`config.mk`:
```
export PLATFORM = sky130hd
export DESIGN_NAME = input_conditioner
export DESIGN_NICKNAME = d
export VERILOG_FILES = /design/src/rtl/input_conditioner.sv
export SDC_FILE = /design/constraint.sdc
export NUM_CORES = 1
export LEC_CHECK = 0
export BUFFER_PORTS_ARGS = -buffer_cell sky130_fd_sc_hd__buf_2
export CAP_MARGIN = 20
export CELL_PAD_IN_SITES_DETAIL_PLACEMENT = 1
export CELL_PAD_IN_SITES_GLOBAL_PLACEMENT = 1
export CORE_MARGIN = 2
export CORE_UTILIZATION = 35
export CTS_CLUSTER_SIZE = 40
export DETAILED_ROUTE_END_ITERATION = 7
export PLACE_DENSITY_LB_ADDON = 0.1
export SLEW_MARGIN = 40
export SYNTH_ARGS = -nofsm -noshare
export SYNTH_HDL_FRONTEND = slang
export SYNTH_SLANG_ARGS = --single-unit
```
`constraint.sdc`:
```
create_clock -name clkIn -period 5.5 [get_ports clkIn]
set_input_delay 0.275 -clock clkIn [delete_from_list [all_inputs] [get_ports clkIn]]
set_output_delay 0.275 -clock clkIn [all_outputs]
set_load 0.03 [all_outputs]
```
`src/rtl/input_conditioner.sv`:
```
`default_nettype none
// ============================================================================
// Module      : input_conditioner
// Description : Board-pin front end for push-buttons and toggle switches.
//               Each raw pin is (optionally inverted,) synchronised into
//               clkIn, debounced by a per-channel stable-count filter, and
//               presented as a clean level plus registered one-cycle strobes:
//               button press / release per channel, and a single "any switch
//               changed" strobe.
//
// Ports       : clkIn            - system clock, all state on rising edge
//               resetIn          - synchronous active-high reset
//               buttonsIn        - raw asynchronous button pins
//               switchesIn       - raw asynchronous switch pins
//               buttonLevelOut   - debounced button level, 1 = pressed
//               buttonPressOut   - one-cycle strobe on debounced 0->1
//               buttonReleaseOut - one-cycle strobe on debounced 1->0
//               switchesOut      - debounced switch levels
//               switchChangeOut  - one-cycle strobe when any switch changes
//
// Options     : `define BUTTON_REPEAT_EN to build the per-button auto-repeat
//               (extra press strobes while a button is held, first after
//               REPEAT_DELAY cycles, then every REPEAT_PERIOD cycles).
//
// Revision    : 1.0 - initial parametrised release
// ============================================================================
module input_conditioner #(
    parameter int NUM_BUTTONS       = 4,
    parameter int SWITCH_WIDTH      = 12,
    parameter int SYNC_STAGES       = 2,
    parameter int DEBOUNCE_CYCLES   = 50000,
    parameter int BUTTON_ACTIVE_LOW = 1,
    parameter int REPEAT_DELAY      = 25000000,
    parameter int REPEAT_PERIOD     = 5000000
) (
    input  logic                    clkIn,
    input  logic                    resetIn,
    input  logic [NUM_BUTTONS-1:0]  buttonsIn,
    input  logic [SWITCH_WIDTH-1:0] switchesIn,
    output logic [NUM_BUTTONS-1:0]  buttonLevelOut,
    output logic [NUM_BUTTONS-1:0]  buttonPressOut,
    output logic [NUM_BUTTONS-1:0]  buttonReleaseOut,
    output logic [SWITCH_WIDTH-1:0] switchesOut,
    output logic                    switchChangeOut
);

    // Buttons and switches share one channel vector: buttons occupy the low
    // bits, switches the high bits. Every channel gets identical logic.
    localparam int NB = NUM_BUTTONS;
    localparam int NCH = NUM_BUTTONS + SWITCH_WIDTH;
    localparam int CW = $clog2(DEBOUNCE_CYCLES);
    localparam logic [CW-1:0] c_CNT_MAX = CW'(DEBOUNCE_CYCLES - 1);
    localparam logic [NB-1:0] c_BTN_INV = {NB{BUTTON_ACTIVE_LOW != 0}};

    // ------------------------------------------------------------------------
    // Elaboration-time parameter sanity checks
    // ------------------------------------------------------------------------
    if (SYNC_STAGES < 2) begin : g_chk_sync
        $error("input_conditioner: SYNC_STAGES must be >= 2");
    end
    if (DEBOUNCE_CYCLES < 2) begin : g_chk_debounce
        $error("input_conditioner: DEBOUNCE_CYCLES must be >= 2");
    end
    if ((REPEAT_DELAY < 2) || (REPEAT_PERIOD < 1) || (REPEAT_PERIOD > REPEAT_DELAY)) begin : g_chk_repeat
        $error("input_conditioner: need REPEAT_DELAY >= 2 and 1 <= REPEAT_PERIOD <= REPEAT_DELAY");
    end

    // ------------------------------------------------------------------------
    // Inversion ahead of the synchroniser, so that the all-zero reset state of
    // the chain already means "released" for active-low buttons.
    // ------------------------------------------------------------------------
    logic [NCH-1:0] w_raw;
    assign w_raw = {switchesIn, buttonsIn ^ c_BTN_INV};

    logic [NCH-1:0] r_sync [SYNC_STAGES];

    always_ff @(posedge clkIn) begin
        if (resetIn) begin
            for (int s = 0; s < SYNC_STAGES; s++) begin
                r_sync[s] <= '0;
            end
        end else begin
            r_sync[0] <= w_raw;
            for (int s = 1; s < SYNC_STAGES; s++) begin
                r_sync[s] <= r_sync[s-1];
            end
        end
    end

    logic [NCH-1:0] w_sync;
    logic [NCH-1:0] w_stable;
    logic [NCH-1:0] w_accept;

    assign w_sync = r_sync[SYNC_STAGES-1];

    // ------------------------------------------------------------------------
    // Per-channel debounce: the counter only runs while the synchronised
    // value disagrees with the stable value, and any agreement clears it, so
    // short glitches never build up a partial count.
    // ------------------------------------------------------------------------
    for (genvar c = 0; c < NCH; c++) begin : g_chan
        logic [CW-1:0] r_cnt;
        logic          r_stable;
        logic          w_diff;

        assign w_diff      = w_sync[c] ^ r_stable;
        assign w_accept[c] = w_diff && (r_cnt == c_CNT_MAX);
        assign w_stable[c] = r_stable;

        always_ff @(posedge clkIn) begin
            if (resetIn) begin
                r_cnt    <= '0;
                r_stable <= 1'b0;
            end else if (!w_diff) begin
                r_cnt <= '0;
            end else if (w_accept[c]) begin
                r_stable <= w_sync[c];
                r_cnt    <= '0;
            end else begin
                r_cnt <= r_cnt + 1'b1;
            end
        end
    end

    // ------------------------------------------------------------------------
    // Auto-repeat of button press strobes
    // ------------------------------------------------------------------------
    logic [NB-1:0] w_rep_fire;

`ifdef BUTTON_REPEAT_EN
    localparam int RW = $clog2(REPEAT_DELAY);
    localparam logic [RW-1:0] c_REP_MAX = RW'(REPEAT_DELAY - 1);
    // Reloading to DELAY-PERIOD makes the next wrap PERIOD cycles away.
    localparam logic [RW-1:0] c_REP_RELOAD = RW'(REPEAT_DELAY - REPEAT_PERIOD);

    for (genvar b = 0; b < NB; b++) begin : g_repeat
        logic [RW-1:0] r_rep;

        // Suppressed on the accept cycle of a release, which is the only
        // accept possible while the stable level is 1.
        assign w_rep_fire[b] = w_stable[b] && !w_accept[b] && (r_rep == c_REP_MAX);

        always_ff @(posedge clkIn) begin
            if (resetIn) begin
                r_rep <= '0;
            end else if (!w_stable[b] || w_accept[b]) begin
                r_rep <= '0;
            end else if (r_rep == c_REP_MAX) begin
                r_rep <= c_REP_RELOAD;
            end else begin
                r_rep <= r_rep + 1'b1;
            end
        end
    end
`else
    assign w_rep_fire = '0;
`endif

    // ------------------------------------------------------------------------
    // Registered strobes: they are loaded on the same edge as the stable
    // value, so each strobe lines up with the first cycle of the new level.
    // ------------------------------------------------------------------------
    logic [NB-1:0] r_press;
    logic [NB-1:0] r_release;
    logic          r_change;

    always_ff @(posedge clkIn) begin
        if (resetIn) begin
            r_press   <= '0;
            r_release <= '0;
            r_change  <= 1'b0;
        end else begin
            r_press   <= (w_accept[NB-1:0] & w_sync[NB-1:0]) | w_rep_fire;
            r_release <= w_accept[NB-1:0] & ~w_sync[NB-1:0];
            r_change  <= |w_accept[NCH-1:NB];
        end
    end

    assign buttonLevelOut   = w_stable[NB-1:0];
    assign switchesOut      = w_stable[NCH-1:NB];
    assign buttonPressOut   = r_press;
    assign buttonReleaseOut = r_release;
    assign switchChangeOut  = r_change;

endmodule
`default_nettype wire

```
# --- Word level (Yosys, flattened, before mapping) ---
# Memories as Yosys holds them, arrays and structs flattened.
# Cells that the tools add are included.
classes:
  addsub: 16
  n_eq_ne: 16
  n_mux: 5
  n_bitwise: 38
  reduce_logical: 49
ops:
  columns: ["cell", "n"]
  rows:
  - ["adder 16 x 1 -> 16 bit (second input constant)", 16]
  - ["== test 16 bit (second input constant)", 16]
  - ["OR reduction 3 bit", 16]
  - ["2-to-1 mux 16 bit", 2]
  - ["AND reduction 2 bit", 16]
  - ["logical AND 1 bit", 16]
  - ["NOT 1 bit", 16]
  - ["XOR 1 bit", 16]
  - ["OR reduction 12 bit", 1]
  - ["bitwise AND 4 bit", 2]
  - ["NOT 4 bit", 2]
  - ["2-to-1 mux 1 bit", 3]
  - ["OR 1 bit", 2]
totals:
  regBits: 281
  ram_bits: 32
  in_bits: 18
  output_inout_bits: 25
  wordCells: 160
  memories: 1
memory_table:
  columns: ["name", "words", "word_bits", "rd", "rd_ports_with_merged_regs", "wr", "line", "text"]
  rows:
  - ["r_sync", 2, 16, 2, 0, 2, "75", "logic [NCH-1:0] r_sync [SYNC_STAGES];"]

# --- Longest topological paths before layout ---
# An unclocked memory read counts as a cell.
logic_depth:
  ltp_word: 4
  ltp_mapped: 9
  ltp_nobuf: 6

# --- Least setup slack after synthesis ---
# OpenSTA, ideal clock, no wires.
synth_timing:
  path_type: "reg2reg"
  startpoint: "register g_chan[11].r_cnt[0]"
  endpoint: "register g_chan[11].r_cnt[10]"
  arrival_time_ps: 1904
  slack_ps: 3479
  path_stages_with_launch: 9
  period_less_slack_ps: 2021
  cell_sequence: "dfxtp_1 > ha_1 > and3_1 > clkbuf_1 > nor4bb_1 > or3_1 > clkbuf_1 > buf_2 > nor2_1"
synth_between:
  elab_chain_cells: 3
synth_lines:
  columns: ["element", "line", "text"]
  rows:
  - ["from (decl)", "102", "logic [CW-1:0] r_cnt;"]
  - ["from (signal assigned)", "120", "r_cnt <= r_cnt + 1'b1;"]
  - ["branches (longest 3 deep; another with adder 16 x 1 -> 16 bit)", null, null]
# Several ways; the timed one is not identified.
# A chain may end at the register's enable or synchronous reset.

# --- Worst setup path in the final report ---
layout_timing:
  startpoint: "register g_chan[6].r_cnt[11]"
  endpoint: "register g_chan[6].r_cnt[8]"
layout_between:
  elab_chain_cells: 3
layout_lines:
  columns: ["element", "line", "text"]
  rows:
  - ["from (decl)", "102", null]
  - ["from (signal assigned)", "120", null]
  - ["== test 16 bit", "107", "assign w_accept[c] = w_diff && (r_cnt == c_CNT_MAX);"]
  - ["logical AND 1 bit", "107", null]
  - ["OR reduction 3 bit (no source line)", null, null]
# Every way passes these cells.

==> impl_results.md <==
* Status: finished clean
* Die width at 196 µm
* Slew headroom at 52.1%
* Synth Cell Area at 0.0129 mm²
* Compound-Gate Fraction of Synth Area at 0.280%
* EDFF count, synth at 0
* CTS root buffer: clkbuf_16
* IO Pins at 43
* Reg2Reg Depth at 5
* First-pass GRT wire length at 45.4 mm
* Clock transition at the registers of the reported paths at 0.06 ns
* Main synth FF type: dfxtp_1
* Total Wirelength at 25.7 mm
* Largest net degree at the start of global routing at 48
* Hold depth at 2
* Xor-xnor portion of the synthesized cell area at 16.2%
* Reg area at 0.00627 mm²
* Routed vias at 9,341
* Deepest clock path buffer count at 3
* Starting DRT DRC Count at 216
* CTS H-Tree Depth at 2
* Internal reg-to-reg setup slack at 3.03 ns
* Fin Hold WS at 0.0394 ns
* Async SR Flop Fraction at 0%
* Fill count at 4,233
* Core box area at 0.0365 mm²
* Placed cells at 1,886
* Reg2reg end: g_chan[6].r_cnt[8]
* Mapped Nets at 1,466
* Final Hold Viols at 0
* Tot Pwr at 4.68 mW
* IO Port Bufs at 42
* Antenna violations before repair at 0
* Residual DRC at 0
* Yosys top cell area share at 48.4%
* Max IR drop VDD at 0.000243 V
* Tmin final at 2.47 ns
* ANT cells at 0
* Clk sinks at 313
* Post-detail-place hpwl at 17.6 mm
* Pins Over Slew Limit at 0
* Post-CTS Setup Bufs at 0
* Clock Skew at 0.00880 ns
* Detail Route Antenna Nets at 0
* Final GP Congestion at 0.729
* Top-count cell post-synth: nor2_1
* Worst-Skew Late Latency at 0.51 ns
* Gr ovfl total at 0
* Die Y at 196 µm
* Synthesis-to-layout area growth at 13.4%
* Crit path capture type: register
* Setup-failing EPs final at 0
* Mean Syn Cell Area at 9.03 µm²
* CP required at 5.87 ns
* Num CTS Buffers at 37
* Crit path launch type: register
* Site Rows at 70
* Setup TNS Final at 0 ns
* P per Cell Area at 319 mW/mm²
* Adder-Cell Fraction of Synth Area at 1.55%
* Yosys reg bits at 313
* Mux contribution to synthesized area at 0.929%
* Nets at 1,505
* Synth cell types at 45
* Layout cells sized above 1 at 7.05%
* Worst-margin pin slew at 0.712 ns
* Vias in the first global route at 9,601
* Largest cells by area after synthesis: dfxtp_1, nor2_1, xnor2_1
* Die ar. at 0.0385 mm²
* LEAKAGE at 4.68 nW
* Hold/Removal Path Class: in -> reg
* Largest family of logic cells by synthesized area: simple AND/OR/NAND/NOR gates
* Synth Area in Simple Gates at 28.6%
* Worst Path Max Fanout at 16
* YS warnings at 0
* CTS tree: yes
* Final worst-path cycle share at 45.0%
* Final cell count without fillers at 1,958
* Gate Count Post-Synth at 1,432
* Total track usage at 13.9%
* Detailed Routing Iterations Pass 1 at 4
* Vias per cell at 4.77
* Area leader, netlist: dfxtp_1
* Starting Density at 35.4%
* Max-cap viol count at 0
* Worst Path Arrival at 2.85 ns
* Hold_sp: switchesIn[11]
* Sequential-to-total area share from yosys stat at 48.4%
* Path type of the worst setup path: reg -> reg
* Multi-input gate area at 0.00615 mm²
* Fmax at 404 MHz
* Most instantiated cells after synthesis: nor2_1, dfxtp_1, xnor2_1, xor2_1, nand3_1
* Hold Path End: r_sync[0][15]
* RSZ-0062 raised after global routing: no
* R2r startpoint: g_chan[6].r_cnt[11]
* WL per Instance at 13.1 µm
-- state kept, by name, indices dropped and copies added, names as in the netlist --
name,cells
g_chan.r_stable,16
r_sync,32
g_chan.r_cnt,256
switchChangeOut,1
buttonPressOut,4
buttonReleaseOut,4
-- repair_timing --
action,CTS,global route
resized for setup,0,0
hold endpoints to repair,14,0
hold buffers,14,0
-- cell type report --
class	count	area share, %
well taps	468	3.99
inverters	39	0.998
flip-flops and latches	313	42.7
repair buffers	58	2.51
clock inverters	4	0.358
multi-input cells	1022	41.9
clock buffers	54	7.50
-- per-layer routing --
layer | track usage [%] | wire length [µm] | vias to the layer above
li1 | - | - | 4793
met2 | 22.7 | 11200 | 83
met3 | 2.77 | 871 | 46
met5 | 0 | 0 | -
met1 | 18.6 | 13000 | 4419
met4 | 4.29 | 588 | 0
-- cell usage in the layout (no fill, tap or decap), drive strengths merged, types with 12 or more instances in the layout --
cell,instances
nor4,26
nand4,38
nor2,327
or3,22
inv,39
xnor2,137
nor3,42
xor2,102
ha,16
nand3,100
and3,27
dlygate4sd3,14
mux2i,12
clkbuf,54
dfxtp,313
nor2b,31
and4,12
buf,44
nand2,74
-- how the worst max path moves through the flow --
| stage | startpoint | to | cells past startpoint |
|---|---|---|---|
| floorplan | g_chan[11].r_cnt[0] | g_chan[11].r_cnt[10] | 8 |
| global placement | g_chan[6].r_cnt[11] | g_chan[6].r_cnt[2] | 5 |
| detailed placement | g_chan[6].r_cnt[11] | g_chan[6].r_cnt[8] | 5 |
| CTS | g_chan[6].r_cnt[11] | g_chan[6].r_cnt[8] | 5 |
| global route | g_chan[6].r_cnt[11] | g_chan[6].r_cnt[8] | 5 |
| finish | g_chan[6].r_cnt[11] | g_chan[6].r_cnt[8] | 5 |
-- kinds of logic after synthesis --
group / count (synthesis)
buffers and inverters: 97
muxes: 12
DFF: 313
and+or+nand+nor: 748
adders and majority gates: 16
AOI/OAI and AO/OA: 7
xor gates and xnor gates: 239
-- report_power, final --
group | total [mW] | internal, mW | switching (mW)
combinational | 0.0578 | 0.0238 | 0.0340
clock | 2.34 | 1.42 | 0.918
sequential | 2.29 | 2.28 | 0.00857
total | 4.68 | 3.72 | 0.960
-- stage by stage --
step | cell area, µm² | util, % | setup slack [ns]
floorplan | 12900 | - | 3.48
global route | 14700 | 40.2 | 2.78
detailed placement | 13400 | 36.6 | 2.95
CTS | 14700 | 40.2 | 2.95
global placement | 13400 | 36.6 | 2.90
finish | 14700 | 40.2 | 3.03
-- worst max-delay path: stages, from the launching register on --
cell,delay [ns]
dfxtp_1,0.33
or4_1,0.51
or3_1,0.33
nor4b_2,0.52
or3_1,0.56
nor2_1,0.11
Power figures use the tool's default switching activity.
